[config.mk]
export PLATFORM = sky130hd
export DESIGN_NAME = regfile_wb_scoreboard
export DESIGN_NICKNAME = d
export VERILOG_FILES = /design/src/rtl/regfile_wb_scoreboard.sv
export SDC_FILE = /design/constraint.sdc
export NUM_CORES = 1
export LEC_CHECK = 0
export CORE_UTILIZATION = 49
export DETAILED_ROUTE_END_ITERATION = 6
export PLACE_DENSITY = 0.87
export SLEW_MARGIN = 15
export SYNTH_ARGS = -nofsm -noshare
export SYNTH_HDL_FRONTEND = slang
export SYNTH_SLANG_ARGS = --single-unit
[constraint.sdc]
create_clock -name clk_i -period 3.7 [get_ports clk_i]
set_input_delay 0.74 -clock clk_i [delete_from_list [all_inputs] [get_ports clk_i]]
set_output_delay 0.74 -clock clk_i [all_outputs]
set_load 0.01 [all_outputs]
[src/rtl/regfile_wb_scoreboard.sv]
// Writeback controller for the 31-entry register file: busy-bit scoreboard with
// RAW/WAW issue stalls and ALU/LSU arbitration onto the single write port.
module regfile_wb_scoreboard #(
  parameter int unsigned DATA_W   = 32,
  parameter int unsigned MAX_WAIT = 4,
  parameter int unsigned WAIT_W   = 3
) (
  input  logic              clk_i,
  input  logic              rst_ni,
  input  logic              issue_valid_i,
  input  logic [4:0]        issue_rs1_i,
  input  logic              issue_rs1_used_i,
  input  logic [4:0]        issue_rs2_i,
  input  logic              issue_rs2_used_i,
  input  logic [4:0]        issue_rd_i,
  input  logic              issue_rd_wr_i,
  output logic              issue_ready_o,
  input  logic              alu_wb_valid_i,
  input  logic [4:0]        alu_wb_rd_i,
  input  logic [DATA_W-1:0] alu_wb_data_i,
  input  logic              lsu_wb_valid_i,
  input  logic [4:0]        lsu_wb_rd_i,
  input  logic [DATA_W-1:0] lsu_wb_data_i,
  output logic              lsu_wb_ready_o,
  output logic              reg_wr_en_o,
  output logic [4:0]        rd_addr_o,
  output logic [DATA_W-1:0] wr_data_o,
  output logic [31:0]       busy_o,
  output logic              wb_err_o
);

  localparam int unsigned IDX_W  = 5;
  localparam int unsigned NUM_RF = 32;
  localparam logic [WAIT_W-1:0] MAX_CNT = WAIT_W'(MAX_WAIT);

  typedef struct packed {
    logic [IDX_W-1:0]  rd;
    logic [DATA_W-1:0] data;
  } wb_req_t;

  logic [NUM_RF-1:0] busy_q;
  logic [NUM_RF-1:0] busy_d;
  logic [WAIT_W-1:0] wait_q;
  logic              throttle;
  logic              raw_hazard;
  logic              waw_hazard;
  logic              issue_fire;
  logic              gnt_valid;
  wb_req_t           gnt;

  // Hazards look only at registered busy bits; a cleared entry is usable the cycle after commit.
  assign raw_hazard = (issue_rs1_used_i & busy_q[issue_rs1_i]) |
                      (issue_rs2_used_i & busy_q[issue_rs2_i]);
  assign waw_hazard = issue_rd_wr_i & busy_q[issue_rd_i];
  assign throttle   = (wait_q == MAX_CNT);

  assign issue_ready_o  = rst_ni & ~raw_hazard & ~waw_hazard & ~throttle;
  assign issue_fire     = issue_valid_i & issue_ready_o;
  assign lsu_wb_ready_o = rst_ni & lsu_wb_valid_i & ~alu_wb_valid_i;

  // ALU cannot be back-pressured, so it always wins the write port.
  always_comb begin
    gnt_valid = 1'b0;
    gnt       = '0;
    if (alu_wb_valid_i) begin
      gnt_valid = 1'b1;
      gnt.rd    = alu_wb_rd_i;
      gnt.data  = alu_wb_data_i;
    end else if (lsu_wb_ready_o) begin
      gnt_valid = 1'b1;
      gnt.rd    = lsu_wb_rd_i;
      gnt.data  = lsu_wb_data_i;
    end
  end

  // Clear on commit, then set on issue so a same-index collision resolves to busy.
  always_comb begin
    busy_d = busy_q;
    if (reg_wr_en_o) begin
      busy_d[rd_addr_o] = 1'b0;
    end
    if (issue_fire && issue_rd_wr_i && (issue_rd_i != '0)) begin
      busy_d[issue_rd_i] = 1'b1;
    end
    busy_d[0] = 1'b0;
  end

  always_ff @(posedge clk_i) begin
    if (!rst_ni) begin
      busy_q <= '0;
    end else begin
      busy_q <= busy_d;
    end
  end

  assign busy_o = busy_q;

  // Write port: registered one cycle after the grant; address/data hold when idle.
  always_ff @(posedge clk_i) begin
    if (!rst_ni) begin
      reg_wr_en_o <= 1'b0;
      rd_addr_o   <= '0;
      wr_data_o   <= '0;
    end else if (gnt_valid) begin
      reg_wr_en_o <= (gnt.rd != '0);
      rd_addr_o   <= gnt.rd;
      wr_data_o   <= gnt.data;
    end else begin
      reg_wr_en_o <= 1'b0;
    end
  end

  // Sticky flag for a writeback that targets a register nothing is waiting on.
  always_ff @(posedge clk_i) begin
    if (!rst_ni) begin
      wb_err_o <= 1'b0;
    end else if (gnt_valid && (gnt.rd != '0) && !busy_q[gnt.rd]) begin
      wb_err_o <= 1'b1;
    end
  end

  // Counts consecutive LSU-blocked cycles; saturating value throttles issue to drain the ALU.
  always_ff @(posedge clk_i) begin
    if (!rst_ni) begin
      wait_q <= '0;
    end else if (!lsu_wb_valid_i || lsu_wb_ready_o) begin
      wait_q <= '0;
    end else if (wait_q != MAX_CNT) begin
      wait_q <= wait_q + WAIT_W'(1);
    end
  end

endmodule

After elaboration in Yosys (flattened, before gate mapping)
Cells that the tools add are included.
- $lt $le $gt $ge: 7
- reduce and logical (&&, ||, !) cells: 13
- equal/unequal tests: 2
- bitwise gates (word level): 18
- muxes and demuxes: 18
- $add $sub $neg: 1
- operator list (operator ; count):
    $mux W37 ; 2
    $mux W32 ; 2
    $and A32 B32 Y32 ; 1
    $not A32 Y32 ; 1
    $or A32 B32 Y32 ; 1
    $lt A5 B6 Y1 const B ; 5
    $bmux W1 S5 ; 4
    $demux W1 S5 ; 2
    $ge A5 B1 Y1 const B ; 2
    $reduce_bool A5 Y1 ; 2
    $and A1 B1 Y1 ; 9
    $mux W1 ; 8
    $logic_and A1 B1 Y1 ; 6
    $not A1 Y1 ; 5
    $add A3 B1 Y3 const B ; 1
    $eq A3 B3 Y1 const B ; 1
    $ne A3 B3 Y1 const B ; 1
    $logic_not A1 Y1 ; 2
    $reduce_and A2 Y1 ; 1
    $reduce_or A2 Y1 ; 1
    $logic_or A1 B1 Y1 ; 1
    $or A1 B1 Y1 ; 1
- output and inout bits: 73
- flip-flop bits (word level): 74
- input port bits: 97

Logic depth before layout (Yosys ltp)
Gate-level depths: netlist of run 1.
- depth in word-level cells: 12
- mapped depth: 10
- gate-level depth less buffers: 9

Worst setup path after synthesis of run 1
No wires, ideal clock.
- path type: input to output
- from: in issue_rs2_i[0]
- to: out issue_ready_o
- arrival: 2.292 ns
- data required time: 2.960 ns
- setup slack: 0.668 ns
- stages: 9
- cells stage by stage: clkbuf_1 > mux4_2 > mux2i_1 > nand2_1 > o21ai_1 > a211o_1 > nand3_2 > buf_2 > inv_1
- cells in the longest elaborated chain, start to end: 8
- RTL lines (item ; line ; source):
    start: declaration ; 13 ; input logic [4:0] issue_rs2_i,
    $bmux W1 S5 ; 53 ; (issue_rs2_used_i & busy_q[issue_rs2_i]);
    $mux W1 (not written as such) ; 53 ;
    $and A1 B1 Y1 ; 53 ;
    $or A1 B1 Y1 ; 52 ; assign raw_hazard = (issue_rs1_used_i & busy_q[issue_rs1_i]) |
    $not A1 Y1 ; 57 ; assign issue_ready_o = rst_ni & ~raw_hazard & ~waw_hazard & ~throttle;
    $and A1 B1 Y1 (3 in a row) ; 57 ;
    end: declaration ; 17 ; output logic issue_ready_o,
No other way between the ends. The select of a mux whose other input is x is not followed.

Worst setup path after layout of run 1
- from: in issue_rd_i[1]
- to: out issue_ready_o
- cells in the longest elaborated chain, start to end: 6
- RTL lines (item ; line ; source):
    start: declaration ; 15 ; input logic [4:0] issue_rd_i,
    $bmux W1 S5 ; 54 ; assign waw_hazard = issue_rd_wr_i & busy_q[issue_rd_i];
    $mux W1 (not written as such) ; 54 ;
    $and A1 B1 Y1 ; 54 ;
    $not A1 Y1 ; 57 ;
    $and A1 B1 Y1 (2 in a row) ; 57 ;
No other way between the ends. The select of a mux whose other input is x is not followed.

==> out/summary.md, run 1 <==
Floorplanning
• 35 — placement row count
• 0.009851 mm2 — Die Outline Area
• 99.25 um — die extent in y
• 99.25 um — Die Span X
• 50.39% — effective utilization at floorplan
• 170 — Top-Level Pins
• 0.009196 mm2 — area of the core

Worst setup path
• buffers and inverters — critical path's top delay family
• sky130_fd_sc_hd__clkdlybuf4s50_1 — cell with the largest stage delay on the worst path
• output port — crit path capture type
• 6 — worst path bufs/invs
• 0.52 ns — delay contributed by the slowest stage of the critical path
• clkdlybuf4s50_1, buf_6, buf_6, inv_1, o32ai_1, o21ai_0, o221ai_1, o22ai_2, nand3_2, inv_1, dlygate4sd2_1 — cell chain of the critical path
• 2.96 ns — critical path data required time
• 15 — worst-path fanout max
• 2.80 ns — Arr. time, crit path
• primary input to output port — critical path class
• primary input — type of element launching the critical path

Clock network
• sky130_fd_sc_hd__clkbuf_8 — root buffer selected by CTS
• 0 — setup fix buffers added after clock tree synthesis
• 2 — clock tree buffer depth
• 73 — TritonCTS Sinks
• 0.08 ns — Clk pin slew, worst setup/hold paths
• 3 — # H-tree levels
• 0.35 ns — worst-skew pair later-pin latency
• done — clock tree from TritonCTS
• 9 — TritonCTS Buffers

Outcome
• finished clean — outcome

Yosys
• 8.598 um2 — syn_area_per_cell
• 73 — post-synthesis sequential element count
• 31.53% — sequential fraction of the synthesis area
• 638 — total nets after synthesis
• 0 — count of flip-flops with a built-in enable after synthesis
• sky130_fd_sc_hd__dfxtp_1 (32%), sky130_fd_sc_hd__mux2i_1 (18%), sky130_fd_sc_hd__o211ai_1 (5.7%), sky130_fd_sc_hd__nand2_1 (5.1%), sky130_fd_sc_hd__o21ai_0 (5.0%) — most area-consuming cells after synthesis
• 31.53% — post-synth top area share
• sky130_fd_sc_hd__dfxtp_1 — top flip-flop cell by instance count after synthesis
• 539 — count of mapped cells out of synthesis
• 49 — distinct cell type count after synthesis
• 0% — share of async-settable or async-resettable flops after synthesis
• 0.004634 mm2 — Post-Syn Area
• 0 — count of synthesis-stage warnings from yosys
• sky130_fd_sc_hd__dfxtp_1 — dominant cell type by area after synthesis

STA
• 0 — fin. max-slew vios
• 0.9117 ns — slew at the pin closest to its max-slew limit
• 0.01014 ns — worst setup skew after layout
• 0 — Final setup violation count
• 95.64% — fin crit share
• 282.6 MHz — Max Clock Freq
• false — RSZ-0062 raised after global routing
• 3.539 ns — clock period minus worst slack
• 38.75% — relative slew slack
• 0.5005 ns — WHS
• 0 — count of final hold-check violations

Detailed routing
• 444 — Starting DRT DRC Count
• 6.196 — vias per cell
• 5 — Pre-antenna DRT Iters
• 16.61 mm — final routed wirelength across all metal layers
• 5050 — via total after detailed routing
• 20.38 um — average wire per standard cell
• 0 — post-detailed-route DRC marker count
• 0 — antenna viol nets, final

Pwr
• 2.596 nW — Leakage
• 291.6 mW/mm2 — Pwr Density
• 206.4 uV — worst ir drop on vdd

Final layout
• 0.002933 mm2 — multi-input combinational cell area
• 0.001461 mm2 — sequential cell area
• 798 — Layout Nets
• sky130_fd_sc_hd__clkdlybuf4s50_1 (162), sky130_fd_sc_hd__mux2i_1 (82), sky130_fd_sc_hd__dfxtp_1 (73), sky130_fd_sc_hd__nand2_1 (63), sky130_fd_sc_hd__o21ai_0 (46) — commonest non-fill, non-tap cells in the layout
• sky130_fd_sc_hd__clkdlybuf4s50_1 — most common library cell in the layout ignoring fill and taps
• 815 — non-filler instance count after layout
• 0 — Antenna diodes
• 10.09% — proportion of layout cells with a drive suffix above 1
• 43.93% — Area Growth Syn to Fin
• 656 — number of fillers in the final layout

Global route
• 80 — largest net degree at the start of global routing
• 33.16% — overall track demand over capacity in global routing
• 0 — number of antenna violations at the first check in global routing
• 0 — total gr overflow
• 25.67 mm — global-route wire length before repair
• 4754 — via count of the first global-routing pass

Run
• 0 — reported max-cap violation count

Place
• 11.91 mm — DP Wirelength
• 0.9990 — final weighted congestion in routability-driven placement
• 168 — IO buf count
• 799 — # placed instances

Min path
• flip-flop to flip-flop — HP Class

-- per-stage QoR --
step	area (um2)	total power, mW	setup TNS [ns]	util (%)	setup slack, ns
3_3_place_gp	6456	1.283	-0.1262	70.20	-0.1262
4_1_cts	6670	1.948	0	72.53	0.1724
5_1_grt	6670	2.025	0	72.53	0.07879
6_report	6670	1.945	0	72.53	0.1611
2_1_floorplan	4634	1.067	0	-	0.6684
3_5_place_dp	6456	1.293	-0.1514	70.20	-0.1514
-- worst register-to-register path: stages, from the launching register on --
cell and delay [ns]:
sky130_fd_sc_hd__dfxtp_1 0.44, sky130_fd_sc_hd__mux2_4 0.32, sky130_fd_sc_hd__and3_4 0.17, sky130_fd_sc_hd__o41ai_2 0.31
sky130_fd_sc_hd__o211ai_1 0.15, sky130_fd_sc_hd__o22ai_2 0.14, sky130_fd_sc_hd__nand3_2 0.10, sky130_fd_sc_hd__buf_4 0.26
sky130_fd_sc_hd__o41ai_1 0.35
-- routing by layer --
metal | track usage (%) | wire length, um
met5 | 0 | 0
met4 | 16.63 | 684
met3 | 8.925 | 1941
met2 | 53.69 | 7615
met1 | 40.70 | 6367
-- worst paths after layout --
| kind | start | end | slack [ns] | cells past startpoint |
|---|---|---|---|---|
| setup / recovery | issue_rd_i[1] | issue_ready_o | 0.16 | 11 |
| hold / removal | wait_q[2] | wait_q[1] | 0.50 | 2 |
| setup reg to reg | busy_o[12] | busy_o[13] | 1.34 | 8 |
| hold reg to reg | wait_q[2] | wait_q[1] | 0.50 | 2 |
-- cell usage after synthesis, types with 2 or more instances --
cell	instances
sky130_fd_sc_hd__o21ai_1	2
sky130_fd_sc_hd__o41ai_1	2
sky130_fd_sc_hd__nand4_1	2
sky130_fd_sc_hd__buf_1	5
sky130_fd_sc_hd__nand2b_1	6
sky130_fd_sc_hd__ha_1	2
sky130_fd_sc_hd__buf_2	6
sky130_fd_sc_hd__nand2_1	63
sky130_fd_sc_hd__nor3_1	12
sky130_fd_sc_hd__a22oi_1	3
sky130_fd_sc_hd__or3b_2	3
sky130_fd_sc_hd__nor2b_1	4
sky130_fd_sc_hd__o31ai_1	20
sky130_fd_sc_hd__dfxtp_1	73
sky130_fd_sc_hd__and2_1	33
sky130_fd_sc_hd__o211ai_1	35
sky130_fd_sc_hd__o41ai_2	4
sky130_fd_sc_hd__mux2_2	3
sky130_fd_sc_hd__mux4_2	8
sky130_fd_sc_hd__o21a_1	3
sky130_fd_sc_hd__a21oi_1	4
sky130_fd_sc_hd__o22ai_1	2
sky130_fd_sc_hd__nor2_1	15
sky130_fd_sc_hd__a311oi_1	4
sky130_fd_sc_hd__mux2i_1	82
sky130_fd_sc_hd__nand3b_1	6
sky130_fd_sc_hd__o221ai_1	2
sky130_fd_sc_hd__nor3b_1	6
sky130_fd_sc_hd__a21boi_0	4
sky130_fd_sc_hd__or3_1	2
sky130_fd_sc_hd__o21ai_0	46
sky130_fd_sc_hd__inv_1	9
sky130_fd_sc_hd__buf_6	2
sky130_fd_sc_hd__buf_4	3
sky130_fd_sc_hd__nand3_1	19
sky130_fd_sc_hd__clkbuf_1	31
-- final cells by class --
type,count,share of cell area (%)
Inverter,9,0.5065
Tap cell,111,2.082
Sequential cell,73,21.91
Timing Repair Buffer,196,28.38
Clock buffer,10,2.063
Clock inverter,6,1.088
Multi-Input combinational cell,410,43.97
-- power by group --
group          internal, mW  total [mW]  switching [mW]
registers             0.816       0.841          0.0254
logic                 0.239       0.440           0.201
clock network         0.338       0.664           0.326
total                  1.39        1.94           0.552
-- flip-flops by register name, indices dropped and copies added, names as in the netlist --
name and cells:
reg_wr_en_o 1, rd_addr_o 5, busy_o 31, wait_q 3, wb_err_o 1, wr_data_o 32
-- kinds of logic (layout without fill, tap and decap cells) --
| family | count (synthesis) | after routing | share of synthesized area (%) |
|---|---|---|---|
| flip-flops | 73 | 73 | 31.53 |
| AO/OA/AOI/OAI | 135 | 135 | 20.14 |
| AND/OR/NAND/NOR | 177 | 177 | 19.60 |
| buffers and inverters | 56 | 221 | 5.264 |
| XOR/XNOR | 1 | 1 | 0.1890 |
| adder cells (fa/ha/maj) | 2 | 2 | 0.5399 |
| multiplexers | 94 | 94 | 22.65 |
| other | 1 | 1 | 0.08092 |
-- timing repair --
item | CTS | global route
hold buffers | 0 | 0
gates resized for setup | 5 | 0
hold endpoints to repair | 0 | 0
endpoints found under the setup margin | 1 | 0
Power figures use the tool's default switching activity.
==> inputs of run 2 (changes only) <==
Settings changed: ABC_CLOCK_PERIOD_IN_PS from default to 3700, TNS_END_PERCENT from default to 5.
==> results of run 2 <==
No change in the layout: final DEF, timing and power equal those of run 1.
